File: config.mk
export PLATFORM = sky130hd
export DESIGN_NAME = apb4_master
export DESIGN_NICKNAME = d
export VERILOG_FILES = /design/src/rtl/apb4_master.sv
export SDC_FILE = /design/constraint.sdc
export NUM_CORES = 1
export LEC_CHECK = 0
export ABC_AREA = 1
export CAP_MARGIN = 10
export CORE_MARGIN = 5
export CORE_UTILIZATION = 36
export CTS_CLUSTER_DIAMETER = 200
export CTS_CLUSTER_SIZE = 30
export DETAILED_ROUTE_END_ITERATION = 10
export PLACE_DENSITY = 0.81
export SYNTH_ARGS = -nofsm -noshare
export SYNTH_HDL_FRONTEND = slang
export SYNTH_SLANG_ARGS = --single-unit
File: constraint.sdc
create_clock -name clk -period 1.5 [get_ports clk]
set_clock_uncertainty 0.2 [all_clocks]
set_input_delay 0.3 -clock clk [delete_from_list [all_inputs] [get_ports clk]]
set_output_delay 0.3 -clock clk [all_outputs]
set_load 0.005 [all_outputs]
File: src/rtl/apb4_master.sv
// APB4 master: one command in flight, IDLE -> SETUP -> ACCESS; min 3 cycles accept-to-accept, rsp_valid one cycle after final ACCESS.
// Backpressure: cmd_ready is high only in IDLE; slave wait states stretch ACCESS up to TIMEOUT_CYCLES (0 = wait forever).
module apb4_master #(
   parameter int ADDR_WIDTH     = 8,
   parameter int DATA_WIDTH     = 32,
   parameter int TIMEOUT_CYCLES = 16
) (
   input  logic                      clk,
   input  logic                      rst,
   input  logic                      cmd_valid,
   output logic                      cmd_ready,
   input  logic                      cmd_write,
   input  logic [ADDR_WIDTH-1:0]     cmd_addr,
   input  logic [DATA_WIDTH-1:0]     cmd_wdata,
   input  logic [DATA_WIDTH/8-1:0]   cmd_strb,
   input  logic [2:0]                cmd_prot,
   output logic                      rsp_valid,
   output logic [DATA_WIDTH-1:0]     rsp_rdata,
   output logic                      rsp_err,
   output logic                      rsp_timeout,
   output logic                      psel,
   output logic                      penable,
   output logic                      pwrite,
   output logic [ADDR_WIDTH-1:0]     paddr,
   output logic [DATA_WIDTH-1:0]     pwdata,
   output logic [DATA_WIDTH/8-1:0]   pstrb,
   output logic [2:0]                pprot,
   input  logic [DATA_WIDTH-1:0]     prdata,
   input  logic                      pready,
   input  logic                      pslverr
);

   localparam int CNT_W = (TIMEOUT_CYCLES > 0) ? $clog2(TIMEOUT_CYCLES + 1) : 1;

   typedef enum logic [1:0] {
      IDLE   = 2'd0,
      SETUP  = 2'd1,
      ACCESS = 2'd2
   } state_t;

   state_t           state;
   logic [CNT_W-1:0] wait_cnt;
   logic             timeout_hit;

   assign cmd_ready = (state == IDLE) && !rst;

   // This ACCESS cycle is the last one allowed without pready.
   assign timeout_hit = (TIMEOUT_CYCLES > 0) && (int'(wait_cnt) == TIMEOUT_CYCLES - 1);

   always_ff @(posedge clk) begin
      rsp_valid <= 1'b0;
      if (rst) begin
         state       <= IDLE;
         wait_cnt    <= '0;
         psel        <= 1'b0;
         penable     <= 1'b0;
         pwrite      <= 1'b0;
         paddr       <= '0;
         pwdata      <= '0;
         pstrb       <= '0;
         pprot       <= '0;
         rsp_rdata   <= '0;
         rsp_err     <= 1'b0;
         rsp_timeout <= 1'b0;
      end else begin
         case (state)
            IDLE: begin
               if (cmd_valid) begin
                  state    <= SETUP;
                  wait_cnt <= '0;
                  psel     <= 1'b1;
                  penable  <= 1'b0;
                  pwrite   <= cmd_write;
                  paddr    <= cmd_addr;
                  pprot    <= cmd_prot;
                  // Reads never expose stale write data or strobes on the bus.
                  pwdata   <= cmd_write ? cmd_wdata : '0;
                  pstrb    <= cmd_write ? cmd_strb  : '0;
               end
            end
            SETUP: begin
               state   <= ACCESS;
               penable <= 1'b1;
            end
            ACCESS: begin
               if (pready) begin
                  state       <= IDLE;
                  psel        <= 1'b0;
                  penable     <= 1'b0;
                  rsp_valid   <= 1'b1;
                  rsp_err     <= pslverr;
                  rsp_timeout <= 1'b0;
                  rsp_rdata   <= (!pwrite && !pslverr) ? prdata : '0;
               end else if (timeout_hit) begin
                  state       <= IDLE;
                  psel        <= 1'b0;
                  penable     <= 1'b0;
                  rsp_valid   <= 1'b1;
                  rsp_err     <= 1'b1;
                  rsp_timeout <= 1'b1;
                  rsp_rdata   <= '0;
                  wait_cnt    <= wait_cnt + CNT_W'(1);
               end else if (wait_cnt != '1) begin
                  wait_cnt <= wait_cnt + CNT_W'(1);
               end
            end
            default: begin
               state   <= IDLE;
               psel    <= 1'b0;
               penable <= 1'b0;
            end
         endcase
      end
   end

endmodule
### Word-level counts from Yosys, hierarchy flattened

Cells that the tools add are included.

* latch bits: 0
* output and inout bits: 86
* logic and storage cells: 63
* memories: 0
* ROM bits: 0
* bits in registers: 92
* memory bits (writable): 0
* input port bits: 85

* equal/unequal tests: 8
* $mul: 0
* multiplexer cells: 25
* magnitude comparators: 0
* add/sub/neg operators: 1
* div/mod/pow operators: 0
* bitwise gates (word level): 2
* reduce and logical (&&, ||, !) cells: 14
* shift-type cells: 0

Operators by type and width (number)
* $mux W32: 4
* $mux W5: 4
* $pmux W5 S2: 1
* $mux W1: 9
* $mux W2: 3
* $ne A3 B3 Y1 const B: 2
* $pmux W1 S3: 2
* $pmux W2 S3: 1
* $reduce_and A2 Y1: 3
* $add A5 B1 Y5 const B: 1
* $eq A5 B5 Y1 const B: 1
* $ne A5 B5 Y1 const B: 1
* $mux W4: 1
* $ne A2 B2 Y1 const B: 2
* $reduce_and A4 Y1: 1
* $reduce_bool A2 Y1: 2
* $logic_not A1 Y1: 3
* $reduce_and A3 Y1: 1
* $eq A2 B1 Y1 const B: 1
* $eq A2 B2 Y1 const B: 1
* $logic_and A1 B1 Y1: 2
* $logic_not A2 Y1: 1
* $not A1 Y1: 2
* $reduce_or A2 Y1: 1

### Depth between registers and ports, before layout

Gate-level depths: netlist (run 1).

* depth after elaboration: 5
* depth in mapped cells: 10
* depth with buffers taken out: 10

### Least setup slack after synthesis (run 1)

Ideal clock, no wire load.

* kind: register to register
* from: register wait_cnt[0]
* to: register rsp_rdata[18]
* cell stages (with the launch flop): 9
* path buffers: 1
* data required time: 1.230 ns
* clock period less this slack: 1.663 ns
* arrival time: 1.392 ns
* setup time: 0.070 ns
* slack: -0.163 ns
* cells stage by stage: dfxtp_1 ha_1 nand2_1 nor2_1 ha_1 o21ai_4 buf_6 nand2_1 a21oi_1

* word-level cells in the longest chain between the ends: 3

RTL lines
* start, declared: RTL line 42 `logic [CNT_W-1:0] wait_cnt;`
* start signal, assigned: RTL line 102 `wait_cnt <= wait_cnt + CNT_W'(1);`
* start signal, assigned: RTL line 104 `wait_cnt <= wait_cnt + CNT_W'(1);`
* $eq A5 B5 Y1: RTL line 48 `assign timeout_hit = (TIMEOUT_CYCLES > 0) && (int'(wait_cnt) == TIMEOUT_CYCLES - 1);`
* $reduce_bool A2 Y1 (no line)
* $reduce_and A2 Y1 (no line)
* end signal, assigned: RTL line 93 `rsp_rdata <= (!pwrite && !pslverr) ? prdata : '0;`
* end, declared: RTL line 18 `output logic [DATA_WIDTH-1:0] rsp_rdata,`

Every way passes these cells.
A chain may end at the register's enable or synchronous reset.

### Worst setup path in the final report (run 1)

* from: register wait_cnt[0]
* to: register rsp_rdata[19]

The elaborated chain is that of the path after synthesis.

==> qor.log, run 1 <==
qor: floorplan.floorplan.initialDensity 37.3%
qor: power_and_ir_drop.portion_of_total_power_attributed_to_combinational_logic 17.0%
qor: setup_path.worst_ep_required_time 1.52 ns
qor: yosys.synth_edf_count 0
qor: finish.finalInstanceArea 6000 um^2
qor: status.run_status finished with violations
qor: clocking.ctsLongestPathBuffers 2
qor: yosys.syn_nets 529
qor: drt.total_via_count_in_the_routed_design 3,702
qor: finish.area_growth 72.5%
qor: global_routing.maximum_number_of_pins_on_one_net_before_global_route_repair 51
qor: setup_path.timing.critical_path.slowest_stage_cell sky130_fd_sc_hd__dfxtp_2
qor: finish.share_of_layout_cells_above_drive_strength_1 22.3%
qor: place.portBuffers 170
qor: finish.layout_common_cells sky130_fd_sc_hd__nand2_1 (114), sky130_fd_sc_hd__clkdlybuf4s50_1 (83), sky130_fd_sc_hd__dlygate4sd2_1 (74)
qor: global_routing.grt_usage 18.1%
qor: place.dp_slack -0.285 ns
qor: global_routing.via_count_of_the_first_global_routing_pass 3,612
qor: min_path.min_path_type reg -> reg
qor: setup_path.critical_path.cell_chain ha_4 -> nand2_4 -> nor2_4 -> ha_4 -> o21ai_4 -> buf_4 -> clkbuf_16 -> nand2_1 -> a21oi_1
qor: floorplan.io_pins 171
qor: sta.grt_setup_unrepaired yes
qor: clocking.clock-root-buffer sky130_fd_sc_hd__clkbuf_8
qor: clocking.tritoncts yes
qor: power_and_ir_drop.p_sw 1.38 mW
qor: yosys.synth_cell_area 3480 um^2
qor: clocking.cts-hold-fix-buffers 0
qor: setup_path.critPathArrivalTime 1.73 ns
qor: setup_path.path_class reg -> reg
qor: clocking.clkSinkCount 92
qor: setup_path.timing.critical_path.to_type flip-flop
qor: finish.mostFrequentLayoutCell sky130_fd_sc_hd__nand2_1
qor: sta.hold_viol 0
qor: place.finalWeightedCongestion 0.763
qor: finish.final_core_utilization 64.3%
qor: place.hpwl 7840 um
qor: yosys.post_synth_inst_count 441
qor: drt.routedWlPerCell 15.6 um
qor: clocking.htree_num_levels 3
qor: setup_path.cp_common_cell sky130_fd_sc_hd__ha_4
qor: sta.final_max_slew_viol_count 0
qor: clocking.worstSkewPairLatency 0.35 ns
qor: sta.layout_min_cycle_time 1.70 ns
qor: sta.worst-slew-pin-transition 0.537 ns
qor: clocking.tritoncts_buffers 9
qor: sta.setup_viol_count_final 62
qor: power_and_ir_drop.power.ir.vdd_worst 515 uV
qor: drt.avgViaCountPerCell 4.78
qor: power_and_ir_drop.seq_power_share 48.4%
qor: yosys.flip_flop_and_latch_count_after_synthesis 92
qor: clocking.clkTransAtPathRegs 0.09 ns
qor: floorplan.floorplan.die_area 11,700 um^2
qor: sta.final_min_period_over_clock_period 114%
qor: floorplan.floorplan.core_area 9330 um^2
qor: power_and_ir_drop.totalPowerFinal 5.37 mW
qor: global_routing.wire_length_of_the_first_global_routing_pass 16,900 um
qor: yosys.synth_sequential_area_ratio 52.9%
qor: sta.max_slew_margin 64.2%
qor: place.dpl_cell_area 5470 um^2
qor: floorplan.floorplan_die_height 108 um
qor: power_and_ir_drop.intPower 3.99 mW
qor: finish.design.final.nets 728
qor: setup_path.worstPathMaxFanout 5
qor: global_routing.globalRouteOverflowTotal 0
qor: power_and_ir_drop.netSwitchingFraction 25.6%
qor: setup_path.critical-path-max-stage-delay 0.37 ns
qor: yosys.syn-mean-instance-area 7.89 um^2
qor: status.failed_checks negative setup slack
qor: yosys.async_reset_ff_share 0%
qor: drt.totalWireLength 12,000 um
qor: finish.insertedDiodeCount 0
qor: drt.number_of_drc_markers_after_the_initial_detailed_route_iteration 127
qor: job.max_cap_violations 0
qor: power_and_ir_drop.power_per_cell_area 895 nW/um^2
qor: floorplan.placement_rows 35
qor: drt.detailedRoute.firstPassIterationCount 5
qor: power_and_ir_drop.power_frac_clock 34.6%
qor: sta.timing.fmax 587 MHz
qor: sta.setup_ws -0.203 ns
qor: global_routing.antenna_found_initial 0
qor: drt.remaining_drc_errors 0
qor: yosys.synth-warning-count 0
qor: floorplan.die_width 108 um
qor: setup_path.startpoint_type flip-flop
qor: drt.antenna_violation_net_count_after_detailed_routing 0
qor: yosys.post_synth_num_cell_types 22
qor: power_and_ir_drop.p_leak 2.61 nW
qor: yosys.synth_flop_cell sky130_fd_sc_hd__dfxtp_1
[registers in the layout, summed over array words and instances, names as in the netlist]
| register | flops |
|---|---|
| rsp_timeout | 1 |
| pstrb | 4 |
| penable | 1 |
| paddr | 8 |
| rsp_err | 1 |
| pwrite | 1 |
| pwdata | 32 |
| wait_cnt | 5 |
| rsp_valid | 1 |
| psel | 1 |
| pprot | 3 |
| state | 2 |
| rsp_rdata | 32 |
[power groups by stage]
stage               Combinational [mW]  Clock [mW]  Sequential [mW]
global route                     0.986        2.00             2.61
global placement                 0.828           0             2.64
floorplan                        0.305           0             2.66
detailed placement               0.849           0             2.65
CTS                              0.823        1.89             2.60
finish                           0.915        1.86             2.60
[worst max-delay path: cells and delay by family, from the launching register on]
kind,cells,cell delay [ns]
AOI/OAI and AO/OA,2,0.10
adders and majority gates,2,0.33
buffers and inverters,2,0.32
DFF,1,0.37
and+or+nand+nor,3,0.25
[cell families after synthesis]
logic type,count (synthesis),share of synthesized area (%)
AOI/OAI and AO/OA,91,13.7
and+or+nand+nor,206,25.1
adders and majority gates,3,1.08
buffers and inverters,49,7.16
DFF,92,52.9
[synth_stat cells (2+ instances only)]
library cell	instances	area share [%]
sky130_fd_sc_hd__dfxtp_1	92	53
sky130_fd_sc_hd__nand3_1	37	5.3
sky130_fd_sc_hd__a21oi_1	76	11
sky130_fd_sc_hd__o21ai_0	12	1.7
sky130_fd_sc_hd__nand2_1	127	14
sky130_fd_sc_hd__buf_6	6	1.9
sky130_fd_sc_hd__nor2_4	2	0.65
sky130_fd_sc_hd__buf_1	3	0.32
sky130_fd_sc_hd__nor2_1	35	3.8
sky130_fd_sc_hd__clkbuf_1	9	0.97
sky130_fd_sc_hd__buf_2	7	1.0
sky130_fd_sc_hd__nand3_2	2	0.58
sky130_fd_sc_hd__inv_1	20	2.2
sky130_fd_sc_hd__ha_1	3	1.1
sky130_fd_sc_hd__buf_4	3	0.65
[per-stage QoR]
step	cells	setup TNS (ns)	hold slack (ns)
after floorplan	441	-2.52	0.243
after global placement	740	-17.80	0.247
after detailed placement	740	-19.96	0.251
after CTS	759	-4.55	0.261
after global routing	774	-12.47	0.277
final	774	-7.16	0.258
[metal layers]
layer	vias to the layer above	share of wire, %	global-route usage (%)
li1	1824	-	-
met1	1719	39	19.7
met2	132	52	33.1
met3	27	6.1	4.96
met4	0	2.9	7.30
met5	-	0	0
[path summary, 6_finish.rpt]
| path | startpoint | end | slack (ns) | depth (start not counted) |
|---|---|---|---|---|
| worst max-delay path | wait_cnt[0] | rsp_rdata[19] | -0.20 | 9 |
| worst min-delay path | rsp_rdata[30] | rsp_rdata[30] | 0.26 | 2 |
| worst max register to register | wait_cnt[0] | rsp_rdata[19] | -0.20 | 9 |
| worst min register to register | rsp_rdata[30] | rsp_rdata[30] | 0.26 | 2 |
[cell type report]
cell class | instances | area (um^2)
Multi-Input combinational cell | 301 | 1560
Clock inverter | 7 | 96.3
Tap cell | 129 | 161
Fill cell | 826 | 3330
Timing Repair Buffer | 215 | 2090
Clock buffer | 9 | 124
Sequential cell | 92 | 1890
Inverter | 21 | 78.8
[timing repair]
action / CTS / global route
gates resized for setup: 133 / 40
setup buffers: 2 / 6
endpoints found under the setup margin: 127 / 91
pin swaps: 11 / 14
gates cloned: 1 / 9
(Power assumes the default switching activity.)
==> inputs of run 2 (changes only) <==
ABC_AREA = unset   (was 1)
CORE_UTILIZATION = 41   (was 36)
CTS_CLUSTER_SIZE = 10   (was 30)
DONT_BUFFER_PORTS = 1   (was unset)
PLACE_DENSITY = 0.62   (was 0.81)
==> run 2 against run 1 <==
The flow finishes with violations (negative hold slack, negative setup slack). Clock power is 17% higher. Via count down 16%. Register-to-register slack got worse by 0.50 ns. Synthesized cell count fell by 5.0%. Design area down 23%. Clock-buffer cell count did not move. Die area decreased by 10%. Non-clock buffer count shrank 168. Critical endpoint is now wait_cnt[4]. Largest cell class is now registers.
==> qor.log, run 2 <==
qor: finish.insertedDiodeCount 0 [unchanged]
qor: sta.max_slew_margin 74.7% [+10 points]
qor: finish.finalInstanceArea 4650 um^2 [-23%]
qor: setup_path.worstPathMaxFanout 2 [-3]
qor: yosys.syn-mean-instance-area 8.41 um^2 [+6.6%]
qor: drt.totalWireLength 10,300 um [-14%]
qor: clocking.worstSkewPairLatency 0.34 ns [about the same]
qor: setup_path.path_class reg -> reg
qor: sta.timing.fmax 454 MHz [-23%]
qor: global_routing.via_count_of_the_first_global_routing_pass 3,159 [-13%]
qor: yosys.synth_edf_count 0 [unchanged]
qor: sta.worst-slew-pin-transition 0.379 ns [-0.158 ns]
qor: setup_path.critPathArrivalTime 2.28 ns [+0.55 ns]
qor: drt.number_of_drc_markers_after_the_initial_detailed_route_iteration 69 [-46%]
qor: floorplan.floorplan.die_area 10,600 um^2 [-10%]
qor: sta.layout_min_cycle_time 2.20 ns [+0.498 ns]
qor: setup_path.worst_ep_required_time 1.58 ns [+0.06 ns]
qor: job.max_cap_violations 0 [unchanged]
qor: sta.setup_viol_count_final 71 [+15%]
qor: yosys.synth.largest_area_cell sky130_fd_sc_hd__dfxtp_1
qor: sta.final_max_slew_viol_count 0 [unchanged]
qor: floorplan.floorplan.initialDensity 42.5% [+5.2 points]
qor: power_and_ir_drop.p_leak 1.56 nW [-40%]
qor: floorplan.die_width 103 um [-5.2%]
qor: clocking.clkSinkCount 92 [unchanged]
qor: sta.setup_ws -0.702 ns [-0.498 ns]
qor: yosys.flip_flop_and_latch_count_after_synthesis 92 [unchanged]
qor: drt.total_via_count_in_the_routed_design 3,121 [-16%]
qor: yosys.syn_nets 507 [-4.2%]
qor: finish.filler_cell_count 749 [-9.3%]
qor: yosys.leading_cell_types_by_total_area_after_synthesis sky130_fd_sc_hd__dfxtp_1 (52%), sky130_fd_sc_hd__a21oi_1 (12%), sky130_fd_sc_hd__nand3b_1 (6.8%)
qor: sta.finalSetupTns -15.74 ns [-8.58 ns]
qor: drt.detailedRoute.firstPassIterationCount 4 [-1]
qor: global_routing.wire_length_of_the_first_global_routing_pass 15,700 um [-7.1%]
qor: yosys.post_synth_inst_count 419 [-5.0%]
qor: sta.post_route_worst_hold_slack -0.187 ns [-0.445 ns]
qor: power_and_ir_drop.power_per_cell_area 1140 nW/um^2 [+27%]
qor: floorplan.floorplan.core_area 8300 um^2 [-11%]
qor: floorplan.floorplan_die_height 103 um [-5.2%]
qor: power_and_ir_drop.power.ir.vdd_worst 633 uV [+23%]
qor: place.portBuffers 0 [-100%]
qor: sta.final_min_period_over_clock_period 147% [+33 points]
qor: setup_path.startpoint_type flip-flop
qor: drt.avgViaCountPerCell 5.71 [+19%]
qor: yosys.synth.top_cell.area_share 52.3% [-0.68 points]
qor: sta.grt_setup_unrepaired yes
qor: yosys.synth-warning-count 0 [unchanged]
qor: yosys.post_synth_num_cell_types 31 [+41%]
qor: yosys.synth_common_cells sky130_fd_sc_hd__dfxtp_1 (92), sky130_fd_sc_hd__a21oi_1 (87), sky130_fd_sc_hd__nand2_1 (60)
qor: setup_path.timing.critical_path.to_type flip-flop
qor: finish.area_growth 31.9%
qor: finish.final_core_utilization 56.0% [-8.3 points]
qor: drt.remaining_drc_errors 0 [unchanged]
qor: place.finalWeightedCongestion 0.734 [-3.8%]
qor: drt.antenna_violation_net_count_after_detailed_routing 0 [unchanged]
qor: finish.share_of_layout_cells_above_drive_strength_1 24.7% [+2.3 points]
qor: clocking.clock-root-buffer sky130_fd_sc_hd__clkbuf_8
qor: global_routing.globalRouteOverflowTotal 0 [unchanged]
qor: status.run_status finished with violations
qor: global_routing.antenna_found_initial 0 [unchanged]
qor: status.failed_checks negative hold slack, negative setup slack
qor: place.dp_slack -0.653 ns [-0.367 ns]
qor: clocking.htree_num_levels 3 [unchanged]
qor: place.hpwl 5890 um [-25%]
qor: finish.layout_common_cells sky130_fd_sc_hd__dfxtp_1 (88), sky130_fd_sc_hd__a21oi_1 (70), sky130_fd_sc_hd__nand2_1 (60)
qor: yosys.synth_flop_cell sky130_fd_sc_hd__dfxtp_1
qor: finish.mostFrequentLayoutCell sky130_fd_sc_hd__dfxtp_1
qor: floorplan.placement_rows 33 [-5.7%]
qor: place.dpl_cell_area 3790 um^2 [-31%]
qor: yosys.async_reset_ff_share 0% [unchanged]
qor: clocking.clkTransAtPathRegs 0.09 ns [about the same]
qor: yosys.yosysMostFrequentCell sky130_fd_sc_hd__dfxtp_1
qor: clocking.tritoncts_buffers 9 [unchanged]
qor: clocking.ctsLongestPathBuffers 2 [unchanged]
qor: finish.layout_top_registers pwdata: 32 flops, rsp_rdata: 32 flops, paddr: 8 flops
qor: min_path.min_path_type in -> reg
qor: place.cell_count_post_placement 508 [-31%]
qor: yosys.synth_sequential_area_ratio 52.3% [-0.68 points]
qor: sta.hold_viol 92 [+92]
qor: global_routing.grt_usage 18.7% [+0.55 points]
qor: global_routing.maximum_number_of_pins_on_one_net_before_global_route_repair 94 [+84%]
qor: floorplan.io_pins 171 [unchanged]
qor: finish.final_cell_count_no_fill 547 [-29%]
qor: yosys.synth_cell_area 3520 um^2 [+1.3%]
qor: drt.routedWlPerCell 18.9 um [+21%]
qor: finish.design.final.nets 525 [-28%]
qor: clocking.tritoncts yes
==> run 2: power by group <==
group / internal, mW / switching (mW)
combinational: 0.269 / 0.250
clock: 1.29 / 0.884
sequential: 2.52 / 0.0667
==> run 2: repair_timing <==
item,CTS,global route
gates cloned,9,1
pin swaps,49,18
hold endpoints to repair,92,92
buffers inserted,14,3
endpoints found under the setup margin,91,93
gates resized for setup,75,23
==> run 2: per-layer routing <==
metal  track usage [%]  up-vias  part of all wire, %
met3              6.63       27                   11
met2              31.6      160                   49
li1                  -     1492                    -
met5                 0        -                    0
met1              21.4     1442                   37
met4              7.47        0                  2.1
==> run 2: path summary, 6_finish.rpt <==
path / from / to / slack [ns] / cells after the start
max: wait_cnt[1] / wait_cnt[4] / -0.70 / 6
min: rst / pwdata[23] / -0.19 / 1
max reg2reg: wait_cnt[1] / wait_cnt[4] / -0.70 / 6
min reg2reg: pwrite / pwrite / 0.27 / 2
==> run 2: through the flow <==
step                      power, mW  hold slack (ns)
after floorplan                2.93            0.197
after global routing           5.48           -0.219
final                          5.28           -0.187
after CTS                      5.32           -0.214
after detailed placement       2.97            0.177
after global placement         2.96            0.176
==> run 2: kinds of logic (layout without fill, tap and decap cells) <==
kind of cell,Yosys count,in the layout,share of synthesized area (%)
mux,1,1,0.284
fa+ha+maj,3,3,1.07
compound gates,128,128,18.8
simple gates,153,153,22.8
buf+inv,42,65,4.76
flops,92,92,52.3
==> run 2: cell type report <==
type / instances / area, um^2 / share of cell area, %
clock inverters: 7 / 145 / 3.12
repair buffers: 47 / 632 / 13.6
clock buffers: 9 / 124 / 2.66
well taps: 105 / 131 / 2.82
flip-flops and latches: 92 / 1850 / 39.7
inverters: 2 / 7.51 / 0.161
multi-input cells: 285 / 1760 / 37.9
==> run 2: worst max-delay path, cell delays in order (launching register included) <==
cell	delay, ns
sky130_fd_sc_hd__dfxtp_2	0.34
sky130_fd_sc_hd__ha_4	0.15
sky130_fd_sc_hd__and3_4	0.18
sky130_fd_sc_hd__ha_4	0.16
sky130_fd_sc_hd__or4b_4	0.52
sky130_fd_sc_hd__or4_4	0.44
sky130_fd_sc_hd__a21oi_4	0.14
==> inputs of run 3 (changes only) <==
ABC_AREA = 0   (was unset)
CORE_UTILIZATION = 55   (was 41)
PLACE_DENSITY = 0.78   (was 0.62)
clock period = 1.8 ns   (was 1.5 ns; I/O delays follow)
==> run 3 against run 2 <==
The run still ends with negative hold slack, negative setup slack left. Via count fell by 3.3%. Power fell by 30%. Critical path depth did not move. Worst hold slack improved by 0.066 ns. Critical path type unchanged. Design area fell by 11%. Critical endpoint unchanged. Non-clock buffer count fell by 19. Die area fell by 23%. Flip-flop and latch count did not move. Fmax rose by 2.3%. Final cell count fell by 8.6%. Combinational power fell by 40%. Core utilization rose by 10 points.
==> qor.log, run 3 (synthesized netlist as in run 2, its figures left out) <==
qor: sta.setup_ws -0.352 ns [+0.349 ns]
qor: drt.number_of_drc_markers_after_the_initial_detailed_route_iteration 118 [+71%]
qor: clocking.htree_num_levels 3 [unchanged]
qor: sta.hold_viol 91 [-1.1%]
qor: finish.area_growth 17.9%
qor: power_and_ir_drop.power.ir.vdd_worst 614 uV [-3.0%]
qor: sta.setup_viol_count_final 34 [-52%]
qor: setup_path.worstPathMaxFanout 2 [unchanged]
qor: sta.worst-slew-pin-transition 0.319 ns [-0.0600 ns]
qor: status.failed_checks negative hold slack, negative setup slack
qor: power_and_ir_drop.power_per_cell_area 889 nW/um^2 [-22%]
qor: setup_path.cp_common_cell sky130_fd_sc_hd__ha_4
qor: global_routing.antenna_found_initial 0 [unchanged]
qor: finish.design.final.nets 506 [-3.6%]
qor: finish.final_cell_count_no_fill 500 [-8.6%]
qor: clocking.clock-root-buffer sky130_fd_sc_hd__clkbuf_8
qor: power_and_ir_drop.p_leak 1.36 nW [-13%]
qor: floorplan.floorplan.core_area 6280 um^2 [-24%]
qor: floorplan.floorplan_die_height 90.1 um [-12%]
qor: drt.detailedRoute.firstPassIterationCount 4 [unchanged]
qor: setup_path.worst_ep_required_time 1.88 ns [+0.30 ns]
qor: drt.remaining_drc_errors 0 [unchanged]
qor: min_path.min_path_type in -> reg
qor: drt.routedWlPerCell 18.7 um [-0.81%]
qor: setup_path.timing.critical_path.slowest_stage_cell sky130_fd_sc_hd__or4b_4
qor: clocking.clkSinkCount 92 [unchanged]
qor: clocking.clkTransAtPathRegs 0.09 ns [about the same]
qor: finish.filler_cell_count 514 [-31%]
qor: clocking.worstSkewPairLatency 0.34 ns [about the same]
qor: global_routing.wire_length_of_the_first_global_routing_pass 14,300 um [-9.1%]
qor: sta.post_route_worst_hold_slack -0.122 ns [+0.0657 ns]
qor: drt.antenna_violation_net_count_after_detailed_routing 0 [unchanged]
qor: floorplan.io_pins 171 [unchanged]
qor: sta.final_max_slew_viol_count 0 [unchanged]
qor: floorplan.die_width 90.1 um [-12%]
qor: floorplan.floorplan.die_area 8110 um^2 [-23%]
qor: drt.totalWireLength 9370 um [-9.3%]
qor: global_routing.via_count_of_the_first_global_routing_pass 2,841 [-10%]
qor: finish.share_of_layout_cells_above_drive_strength_1 17.0% [-7.6 points]
qor: place.portBuffers 0 [unchanged]
qor: sta.timing.fmax 465 MHz [+2.3%]
qor: clocking.tritoncts yes
qor: setup_path.timing.critical_path.to_type flip-flop
qor: place.cell_count_post_placement 474 [-6.7%]
qor: setup_path.critical_path.cell_chain ha_4 -> and3_4 -> ha_4 -> or4b_4 -> or4_1 -> a21oi_1
qor: global_routing.globalRouteOverflowTotal 0 [unchanged]
qor: floorplan.placement_rows 29 [-12%]
qor: setup_path.path_class reg -> reg
qor: drt.total_via_count_in_the_routed_design 3,018 [-3.3%]
qor: setup_path.critPathArrivalTime 2.23 ns [-0.05 ns]
qor: status.run_status finished with violations
qor: finish.layout_top_registers pwdata: 32 flops, rsp_rdata: 32 flops, paddr: 8 flops
qor: drt.avgViaCountPerCell 6.04 [+5.8%]
qor: sta.layout_min_cycle_time 2.15 ns [-0.0493 ns]
qor: clocking.ctsLongestPathBuffers 2 [unchanged]
qor: global_routing.grt_usage 20.9% [+2.2 points]
qor: place.finalWeightedCongestion 0.753 [+2.5%]
qor: sta.grt_setup_unrepaired yes
qor: job.max_cap_violations 0 [unchanged]
qor: sta.final_min_period_over_clock_period 120% [-27 points]
qor: sta.max_slew_margin 78.7% [+4.0 points]
qor: global_routing.maximum_number_of_pins_on_one_net_before_global_route_repair 94 [unchanged]
qor: power_and_ir_drop.totalPowerFinal 3.70 mW [-30%]
qor: finish.insertedDiodeCount 0 [unchanged]
qor: finish.mostFrequentLayoutCell sky130_fd_sc_hd__dfxtp_1
qor: finish.layout_common_cells sky130_fd_sc_hd__dfxtp_1 (90), sky130_fd_sc_hd__a21oi_1 (84), sky130_fd_sc_hd__nand2_1 (60)
qor: place.hpwl 5890 um [about the same]
qor: setup_path.critical-path-max-stage-delay 0.51 ns [about the same]
qor: floorplan.floorplan.initialDensity 56.1% [+14 points]
qor: setup_path.startpoint_type flip-flop
qor: clocking.tritoncts_buffers 9 [unchanged]
==> run 3: cell types whose count changed in the layout (fill, tap and decap cells not counted), sizes merged <==
cell,delta
inv,-1
buf,-21
clkinvlp,+2
bufinv,-4
clkinv,+2
clkbuf,+3
==> run 3: report_power, final <==
group	internal, mW	switching (mW)	leakage, nW	total (mW)
clock	0.512	0.719	0.0791	1.23
sequential	2.10	0.0564	0.748	2.16
combinational	0.137	0.171	0.535	0.309
total	2.75	0.946	1.36	3.70
==> run 3: final cells by class <==
| cell class | instances | area (um^2) | area share [%] |
|---|---|---|---|
| tap | 77 | 96.3 | 2.32 |
| inverter | 2 | 7.51 | 0.181 |
| clock inverter | 6 | 48.8 | 1.17 |
| timing repair buffer | 28 | 352 | 8.46 |
| multi-input combinational | 285 | 1680 | 40.4 |
| sequential | 92 | 1840 | 44.4 |
| clock buffer | 10 | 128 | 3.07 |
==> run 3: per-stage QoR <==
step                setup TNS, ns  util [%]  setup WS (ns)  hold WS (ns)  cell area [um^2]
finish                      -2.06      66.2         -0.352        -0.122              4160
global route                -4.61      66.2         -0.408        -0.150              4160
CTS                         -1.15      62.4         -0.337        -0.140              3920
detailed placement         -0.892      59.0         -0.318         0.235              3700
global placement           -0.755      59.0         -0.300         0.236              3700
floorplan                  -0.467         -         -0.316         0.244              3560
==> run 3: repair_timing <==
action | 4_1_cts | 5_1_grt
pin swaps | 1 | 39
setup endpoints to repair | 5 | 35
gates cloned | 0 | 5
setup buffers | 2 | 3
resized for setup | 4 | 56
hold endpoints to repair | 92 | 92
==> run 3: path summary, 6_finish.rpt <==
path                    start           to  slack, ns  depth (start not counted)
setup reg to reg  wait_cnt[1]  wait_cnt[4]      -0.35                          6
setup / recovery  wait_cnt[1]  wait_cnt[4]      -0.35                          6
hold / removal            rst   pwdata[21]      -0.12                          1
hold reg to reg        pwrite       pwrite       0.25                          2
==> run 3: worst max-delay path, delay by kind of cell, from the launching register on <==
family / cells / cell delay (ns)
AND/OR/NAND/NOR: 3 / 1.10
adder cells (fa/ha/maj): 2 / 0.30
AO/OA/AOI/OAI: 1 / 0.13
flip-flops: 1 / 0.35
==> run 3: routing by layer <==
metal,global-route usage (%),vias up,part of all wire [%]
met2,34.0,147,50
met1,25.2,1404,39
met3,8.10,11,10
li1,-,1456,-
met5,0,-,0
met4,7.20,0,1.4
